## src/rtl/rf_writeback_ctrl.sv

```systemverilog
// -----------------------------------------------------------------------------
// rf_writeback_ctrl
//
// Write-side initiator for the 32-entry general-purpose register file. ALU
// results and load returns share the file's single write port (WE3/A3/WD3).
// ALU results go straight to the port; load returns wait in a small FIFO and
// retire in slots the ALU leaves free. This block also handles:
//   - same-register ordering (an ALU write kills older queued loads to that rd)
//   - x0 write suppression on both sources
//   - load anti-starvation (a load is forced after STARVE_MAX blocked cycles)
//   - a combinational forwarding lookup into pending load data
// Because of this, the register file itself stays a plain storage array.
//
// Parameters
//   N           data width, matches the register file width
//   DEPTH       load-return FIFO entries (power of 2, >= 2)
//   STARVE_MAX  blocked cycles tolerated before a queued load is forced
//
// Ports
//   clk, rst                 clock (rising edge), async active-high reset
//   i_alu_valid/o_alu_ready  ALU result handshake
//   i_alu_rd, i_alu_data     ALU destination and result
//   i_ld_valid/o_ld_ready    load-return handshake (ready = FIFO not full)
//   i_ld_rd, i_ld_data       load destination and data
//   o_we3, o_a3, o_wd3       registered register-file write port
//   i_q_rd                   forwarding query address
//   o_q_hit, o_q_data        youngest valid queued load to i_q_rd (comb.)
//   o_fifo_count             occupied FIFO entries, valid or killed
// -----------------------------------------------------------------------------
module rf_writeback_ctrl #(
  parameter int N          = 32,
  parameter int DEPTH      = 4,
  parameter int STARVE_MAX = 8
) (
  input  logic                     clk,
  input  logic                     rst,

  input  logic                     i_alu_valid,
  output logic                     o_alu_ready,
  input  logic [4:0]               i_alu_rd,
  input  logic [N-1:0]             i_alu_data,

  input  logic                     i_ld_valid,
  output logic                     o_ld_ready,
  input  logic [4:0]               i_ld_rd,
  input  logic [N-1:0]             i_ld_data,

  output logic                     o_we3,
  output logic [4:0]               o_a3,
  output logic [N-1:0]             o_wd3,

  input  logic [4:0]               i_q_rd,
  output logic                     o_q_hit,
  output logic [N-1:0]             o_q_data,

  output logic [$clog2(DEPTH):0]   o_fifo_count
);

  localparam int PW = $clog2(DEPTH);
  localparam int CW = PW + 1;
  localparam int SW = $clog2(STARVE_MAX + 1);

  // FIFO storage. Valid bits are kept only for occupied slots: they are set on
  // enqueue and cleared on dequeue or kill, so "any valid bit set" means
  // "some queued load still has to be written".
  logic [N-1:0]     r_data [DEPTH];
  logic [4:0]       r_rd   [DEPTH];
  logic [DEPTH-1:0] r_vld;
  logic [PW-1:0]    r_head;
  logic [PW-1:0]    r_tail;
  logic [CW-1:0]    r_count;
  logic [SW-1:0]    r_starve;

  logic             r_we3;
  logic [4:0]       r_a3;
  logic [N-1:0]     r_wd3;

  logic             w_force;
  logic             w_alu_acc;
  logic             w_alu_wr;
  logic             w_ld_acc;
  logic             w_enq;
  logic             w_nonempty;
  logic             w_head_vld;
  logic             w_ld_ret;
  logic             w_deq;
  logic             w_any_vld;
  logic [SW-1:0]    w_starve_nxt;
  logic             w_q_hit;
  logic [N-1:0]     w_q_data;

  // Handshakes and slot arbitration (cycle t, acceptance)
  // A forced load owns the slot outright, so the ALU is simply told it is not
  // ready; that keeps the ALU path free of any "accepted but lost" case.
  assign w_force     = (r_starve == SW'(STARVE_MAX));
  assign o_alu_ready = !rst && !w_force;
  // Ready looks at the registered count only, so a full FIFO refuses new
  // loads even in a cycle where its head drains.
  assign o_ld_ready  = !rst && (r_count < CW'(DEPTH));

  assign w_alu_acc   = i_alu_valid && o_alu_ready;
  assign w_alu_wr    = w_alu_acc && (i_alu_rd != 5'd0);
  assign w_ld_acc    = i_ld_valid && o_ld_ready;
  assign w_enq       = w_ld_acc && (i_ld_rd != 5'd0);

  assign w_nonempty  = (r_count != '0);
  assign w_head_vld  = w_nonempty && r_vld[r_head];
  // The ALU can never win during a forced cycle (ready is low), so "head is
  // valid and the ALU is not writing" covers both the forced and free cases.
  assign w_ld_ret    = w_head_vld && !w_alu_wr;
  // A killed head is discarded without using the write slot.
  assign w_deq       = w_nonempty && (!r_vld[r_head] || w_ld_ret);

  assign w_any_vld   = |r_vld;

  always_comb begin
    w_starve_nxt = r_starve;
    if (w_force || w_ld_ret || !w_nonempty) begin
      w_starve_nxt = '0;
    end else if (w_any_vld && w_alu_wr) begin
      w_starve_nxt = r_starve + SW'(1);
    end
  end

  // Forwarding lookup: walk oldest to youngest so the last match wins.
  always_comb begin
    w_q_hit  = 1'b0;
    w_q_data = '0;
    for (int k = 0; k < DEPTH; k++) begin
      if (i_q_rd != 5'd0 && r_vld[r_head + PW'(k)] &&
          r_rd[r_head + PW'(k)] == i_q_rd) begin
        w_q_hit  = 1'b1;
        w_q_data = r_data[r_head + PW'(k)];
      end
    end
  end

  assign o_q_hit  = w_q_hit;
  assign o_q_data = w_q_data;

  // FIFO control state (end of cycle t)
  always_ff @(posedge clk or posedge rst) begin
    if (rst) begin
      r_head   <= '0;
      r_tail   <= '0;
      r_count  <= '0;
      r_vld    <= '0;
      r_starve <= '0;
    end else begin
      r_starve <= w_starve_nxt;

      // Kill first: older queued loads to the ALU's rd must never land after
      // the ALU result. A load enqueued on this same edge is younger and its
      // valid bit is set below, overriding the kill.
      if (w_alu_wr) begin
        for (int k = 0; k < DEPTH; k++) begin
          if (r_rd[k] == i_alu_rd) begin
            r_vld[k] <= 1'b0;
          end
        end
      end

      if (w_deq) begin
        r_vld[r_head] <= 1'b0;
        r_head        <= r_head + PW'(1);
      end

      // The tail slot is free whenever an enqueue is possible, so it can never
      // collide with the head clear above.
      if (w_enq) begin
        r_vld[r_tail] <= 1'b1;
        r_tail        <= r_tail + PW'(1);
      end

      case ({w_enq, w_deq})
        2'b10:   r_count <= r_count + CW'(1);
        2'b01:   r_count <= r_count - CW'(1);
        default: r_count <= r_count;
      endcase
    end
  end

  // FIFO payload needs no reset: it is only observed through the valid bits.
  always_ff @(posedge clk) begin
    if (w_enq) begin
      r_rd[r_tail]   <= i_ld_rd;
      r_data[r_tail] <= i_ld_data;
    end
  end

  // Write port register (cycle t+1, visible to the register file)
  // Address and data only move on a write so they hold their last value.
  always_ff @(posedge clk or posedge rst) begin
    if (rst) begin
      r_we3 <= 1'b0;
      r_a3  <= '0;
      r_wd3 <= '0;
    end else if (w_alu_wr) begin
      r_we3 <= 1'b1;
      r_a3  <= i_alu_rd;
      r_wd3 <= i_alu_data;
    end else if (w_ld_ret) begin
      r_we3 <= 1'b1;
      r_a3  <= r_rd[r_head];
      r_wd3 <= r_data[r_head];
    end else begin
      r_we3 <= 1'b0;
    end
  end

  assign o_we3        = r_we3;
  assign o_a3         = r_a3;
  assign o_wd3        = r_wd3;
  assign o_fifo_count = r_count;

endmodule

```

## config.mk

```make
export PLATFORM = sky130hd
export DESIGN_NAME = rf_writeback_ctrl
export DESIGN_NICKNAME = d
export VERILOG_FILES = /design/src/rtl/rf_writeback_ctrl.sv
export SDC_FILE = /design/constraint.sdc
export NUM_CORES = 1
export LEC_CHECK = 0
export BUFFER_PORTS_ARGS = -buffer_cell sky130_fd_sc_hd__buf_4
export CELL_PAD_IN_SITES_DETAIL_PLACEMENT = 1
export CELL_PAD_IN_SITES_GLOBAL_PLACEMENT = 2
export CORE_MARGIN = 4
export CORE_UTILIZATION = 30
export CTS_CLUSTER_DIAMETER = 60
export CTS_CLUSTER_SIZE = 28
export DETAILED_ROUTE_END_ITERATION = 8
export PLACE_DENSITY = 0.62
export SLEW_MARGIN = 40
export SYNTH_ARGS = -nofsm -noshare
export SYNTH_HDL_FRONTEND = slang
export SYNTH_SLANG_ARGS = --single-unit
```

## constraint.sdc

```tcl
create_clock -name clk -period 5.3 [get_ports clk]
set_input_delay 0.265 -clock clk [delete_from_list [all_inputs] [get_ports clk]]
set_output_delay 0.265 -clock clk [all_outputs]
set_load 0.1 [all_outputs]
```

# Word level (Yosys, flattened, before mapping)
# Memories as Yosys holds them, arrays and structs flattened.
# Cells that the tools add are included.
# word_totals
register_bits	53
mem_bits_rw	148
input_bits	83
out_inout_bits	76
elab_cells	113
mem_count	2
# mem_list
memory	depth	width	read_ports	rd_clocked_by_memory_dff	wr	line	source
r_data	4	32	4	0	1	66	logic [N-1:0] r_data [DEPTH];
r_rd	4	5	8	0	1	67	logic [4:0] r_rd [DEPTH];
# classes
addsub	7
magnitude_cmp	8
eq_ne	11
mux	38
n_bitwise	3
n_reduce_logical	36
# op_table
op	n
two-way mux 32 bit	6
equality test 5 bit	8
logical AND 1 bit	20
two-way mux 4 bit	5
two-way mux 1 bit	18
less-than comparator 2 x 3 -> 1 bit, second input constant	5
nonzero test 5 bit	3
two-way mux 5 bit	2
binary-select mux 1 bit (select 2 bit)	4
one-hot mux 3 bit (2 select lines)	1
nonzero test 2 bit	3
logical NOT 1 bit	5
adder 2 x 1 -> 2 bit, second input constant	2
adder 2 bit, second input constant	2
adder 4 x 1 -> 4 bit, second input constant	1
bitwise AND 4 bit	1
demux 1 bit (select 2 bit)	2
equality test 4 bit, second input constant	1
>= comparator 2 x 1 -> 1 bit, second input constant	2
inverter 4 bit	1
bitwise OR 4 bit	1
OR reduction 4 bit	1
adder 3 x 1 -> 3 bit, second input constant	1
logical OR 1 bit	3
other kinds (5)	5

# Logic depth before layout (Yosys ltp)
# logic_depth
ltp_word	12
depth_mapped	16
ltp_nobuf	11

# Least setup slack after synthesis
# No wires, ideal clock.
# synth_timing
kind	flip-flop to output port
startpoint	register r_head[1]
endpoint	output port o_q_data[22]
arrival_time_ns	6.008
required_ns	5.035
setup_slack_ns	-0.973
stages_incl_launch_ff	16
n_path_buf	7
cell_sequence	dfrtp_1 -> buf_2 -> buf_1 -> buf_2 -> buf_1 -> inv_1 -> ha_1 -> buf_6 -> mux4_2 -> xor2_1 -> nor4_4 -> and2_1 -> buf_4 -> buf_4 -> a21oi_1 -> a211oi_1
# synth_between
elab_chain_cells	8
word_cells_on_any_way	29
classes_between	add/sub (3); eq/ne (4); mux (12); reduce/logical (8); memory (2)
# synth_lines
item	line	source
from (decl)	69	logic [PW-1:0] r_head;
from (signal assigned)	165	r_head <= r_head + PW'(1);
parallel branches: the longest is 7 deep, another holds memory (4 x 5 bit)	--	
two-way mux 32 bit (*)	130	if (i_q_rd != 5'd0 && r_vld[r_head + PW'(k)] &&
to (decl)	54	output logic [N-1:0] o_q_data,
# Mark *: on every way between the ends. The select of a mux whose other input is x is not followed.

# Worst setup path in the final report
# layout_timing
startpoint	register r_head[0]
endpoint	output port o_q_data[11]
# The elaborated chain is that of the path after synthesis.

==> impl_results.md <==
- Pin count of the biggest net entering global routing: 61
- Slowest cell delay on critical path: 0.62 ns
- Req. time, crit path: 5.04 ns
- Chip height: 213 um
- Critical-path cell list: buf_4 > mux4_2 > xnor2_2 > buf_4 > nand2_1 > buf_4 > a2111oi_0 > a211oi_1 > o21ai_1 > buf_4
- DRC: 0
- GRT overflow: 0
- Antenna viol nets, final: 0
- Post-Syn Area per Cell: 14.1 um^2
- PwrDens: 610 mW/mm^2
- Ys flop type: edfxtp_1
- Drt initial violations: 630
- Area Overhead vs Synth: 29.0%
- Initial antenna violation count: 1
- Gp weighted congestion: 0.777
- Met1 wire length: 17,800 um
- Achievable Freq: 212 MHz
- Core area: 0.0419 mm^2
- VDD IR-drop max: 0.298 mV
- Mux contribution to synthesized area: 30.9%
- Startpoint types: register
- Yosys top cell area share: 35.1%
- Tmin final: 4.71 ns
- Reg area: 0.00578 mm^2
- Clk slew on worst S/H paths: 0.06 ns
- Max Slew Vio Count: 0
- Met2 WL post-DR: 20,000 um
- Synth unique cells: 51
- Routed len/inst: 24.3 um
- Pleak: 5.84 nW
- Simple-gate portion of the synthesized area: 7.63%
- I/O pins: 159
- Placed Instances: 1,546
- CP Data Arrival Time: 4.45 ns
- Largest family of logic cells by synthesized area: multiplexers
- Hold Crit Class: input port to register
- Post-synthesis adder-cell area fraction: 1.25%
- Number of flops mapped to enable cells by yosys: 148
- Syn Nets: 994
- Clk_lat worst skew: 0.53 ns
- Die area: 0.0456 mm^2
- Most common cell in the synthesized netlist: edfxtp_1
- Top routing layer used: met5
- Row Count: 75
- Num CTS Buffers: 25
- First-pass GRT wire length: 61,800 um
- Final Skew: 0.0152 ns
- DR WL met3: 1840 um
- Clock Tree Buf Depth: 3
- Synth Area in XOR/XNOR: 3.59%
- Slowest cell on the critical path: mux4_2
- Buffers on Ports: 158
- Number of synthesized register bits: 201
- Synthesized area: 0.0127 mm^2
- Status: finished, final reports clean
- Multi-input gate area: 0.00673 mm^2
- Final Hold Violating Endpoints: 0
- Asr flop ratio synth: 26.4%
- Slew at the pin closest to its max-slew limit: 0.788 ns
- CP most frequent cell: buf_4
- Post-synthesis sequential area ratio: 45.6%
- Sink Count: 201
- Max Cap Viol: 0
- Vias in the first global route: 9,493
- Chip width: 213 um
- Final setup TNS: 0 ns
- Max-Slew Margin vs Limit: 47.0%
- Worst setup slack after layout: 0.589 ns
- Diodes inserted: 0
- CP delay by family, top: buffers and inverters
- Placement Setup Slack: 1.07 ns
- Routed vias/inst: 5.42
- Crit path buf inv count: 4
- Pre-antenna DRT Iters: 4
- Compound-Gate Fraction of Synth Area: 7.31%
- Layout cells sized above 1: 38.9%
- Tcrit/Tclk final: 88.9%
- Final Non-Filler Cells: 1,661
- Top cells by area, synth: edfxtp_1 35%, mux4_2 26%, dfrtp_1 10%
- Global Route Usage Sum: 17.7%
- Dpl hpwl: 27,300 um
- Crit. End Element: primary output
- Fillers: 4,308
- Routed Wire Length: 40,400 um
- Synth Instances: 899
- Yosys warns: 0
- Area leader, netlist: edfxtp_1
- Kind of critical path: register to primary output
- Total number of vias: 9,005
- Final setup vio count: 0
- CTS tree: yes
- CP Max Fanout: 29
- CTS root buffer: clkbuf_16
- H-tree depth: 1
- Nets: 1,198
- Initial Util: 30.3%
- RSZ-0062 raised after global routing: no
- Post-synth top cells: 148 x edfxtp_1, 144 x mux4_2, 77 x nor2_1
- Worst hold slack: 0.0480 ns
## tightest hold or removal path, stage by stage
cell	delay, ns
buf_4	0.11
nor2_1	0.05
a21oi_1	0.11
## layout by cell type, fill, tap and decap left out, types with 31 or more instances in the layout
master / count
buf_4: 191
nor4_1: 32
a21oi_1: 59
mux4_2: 144
dlygate4sd3_1: 69
dfrtp_1: 51
xnor2_1: 31
edfxtp_1: 148
mux2i_1: 66
nor2_1: 77
## final timing paths
check | slack [ns] | from | end | cells past startpoint
hold reg to reg | 0.52 | o_fifo_count[2]$_DFFE_PP0P_ | o_fifo_count[2]$_DFFE_PP0P_ | 1
setup / recovery | 0.59 | r_head[0]$_DFFE_PP0N_ | o_q_data[11] | 10
hold / removal | 0.05 | i_alu_data[31] | o_wd3[31]$_DFFE_PP0P_ | 3
min in group asynchronous | 0.45 | rst | o_fifo_count[1]$_DFFE_PP0P_ | 4
max in group asynchronous | 4.37 | rst | r_head[1]$_DFFE_PP0N_ | 4
setup reg to reg | 1.94 | r_head[1]$_DFFE_PP0N_ | o_a3[2]$_DFFE_PP0P_ | 6
## final cells by class
class	instances	area share (%)
clock inverter	17	1.36
tap	539	4.13
sequential	201	35.4
inverter	16	0.368
multi-input combinational	595	41.2
clock buffer	29	4.17
timing repair buffer	264	13.4
## cell families (layout without fill, tap and decap cells)
kind of cell,Yosys count,count (layout)
compound gates,133,133
fa+ha+maj,12,12
simple gates,188,188
mux,211,211
flops,201,201
xor+xnor,51,51
buf+inv,103,326
## per-layer routing
metal  GRT usage, %  vias to the layer above
li1               -                     4014
met1           24.7                     4706
met2           30.0                      239
met3           2.28                       44
met4           3.49                        2
met5              0                        -
## where the power goes
part           total, W  internal [W]  switching [W]
clock network   0.00183       0.00106       0.000768
logic           0.00591       0.00227        0.00364
registers       0.00223       0.00198       0.000252
total           0.00997       0.00530        0.00466
## metrics by stage
stage / total power (W) / utilization [%] / cell area, um^2
floorplan: 0.00688 / - / 12900
global placement: 0.00817 / 35.1 / 14700
detailed placement: 0.00823 / 35.2 / 14700
CTS: 0.0101 / 39.0 / 16300
global route: 0.0105 / 39.0 / 16300
finish: 0.00997 / 39.0 / 16300
## flip-flops by register name (all words and copies together), names as in the netlist
signal	count
o_a3	5
o_fifo_count	3
o_wd3	32
o_we3	1
r_data	128
r_head	2
r_rd	20
r_starve	4
r_tail	2
r_vld	4
## timing repair
item,4_1_cts,5_1_grt
setup buffers,0,0
hold endpoints to repair,232,0
gates resized for setup,0,0
hold buffers,69,0
Note: power is estimated with default switching activity, not from simulation.
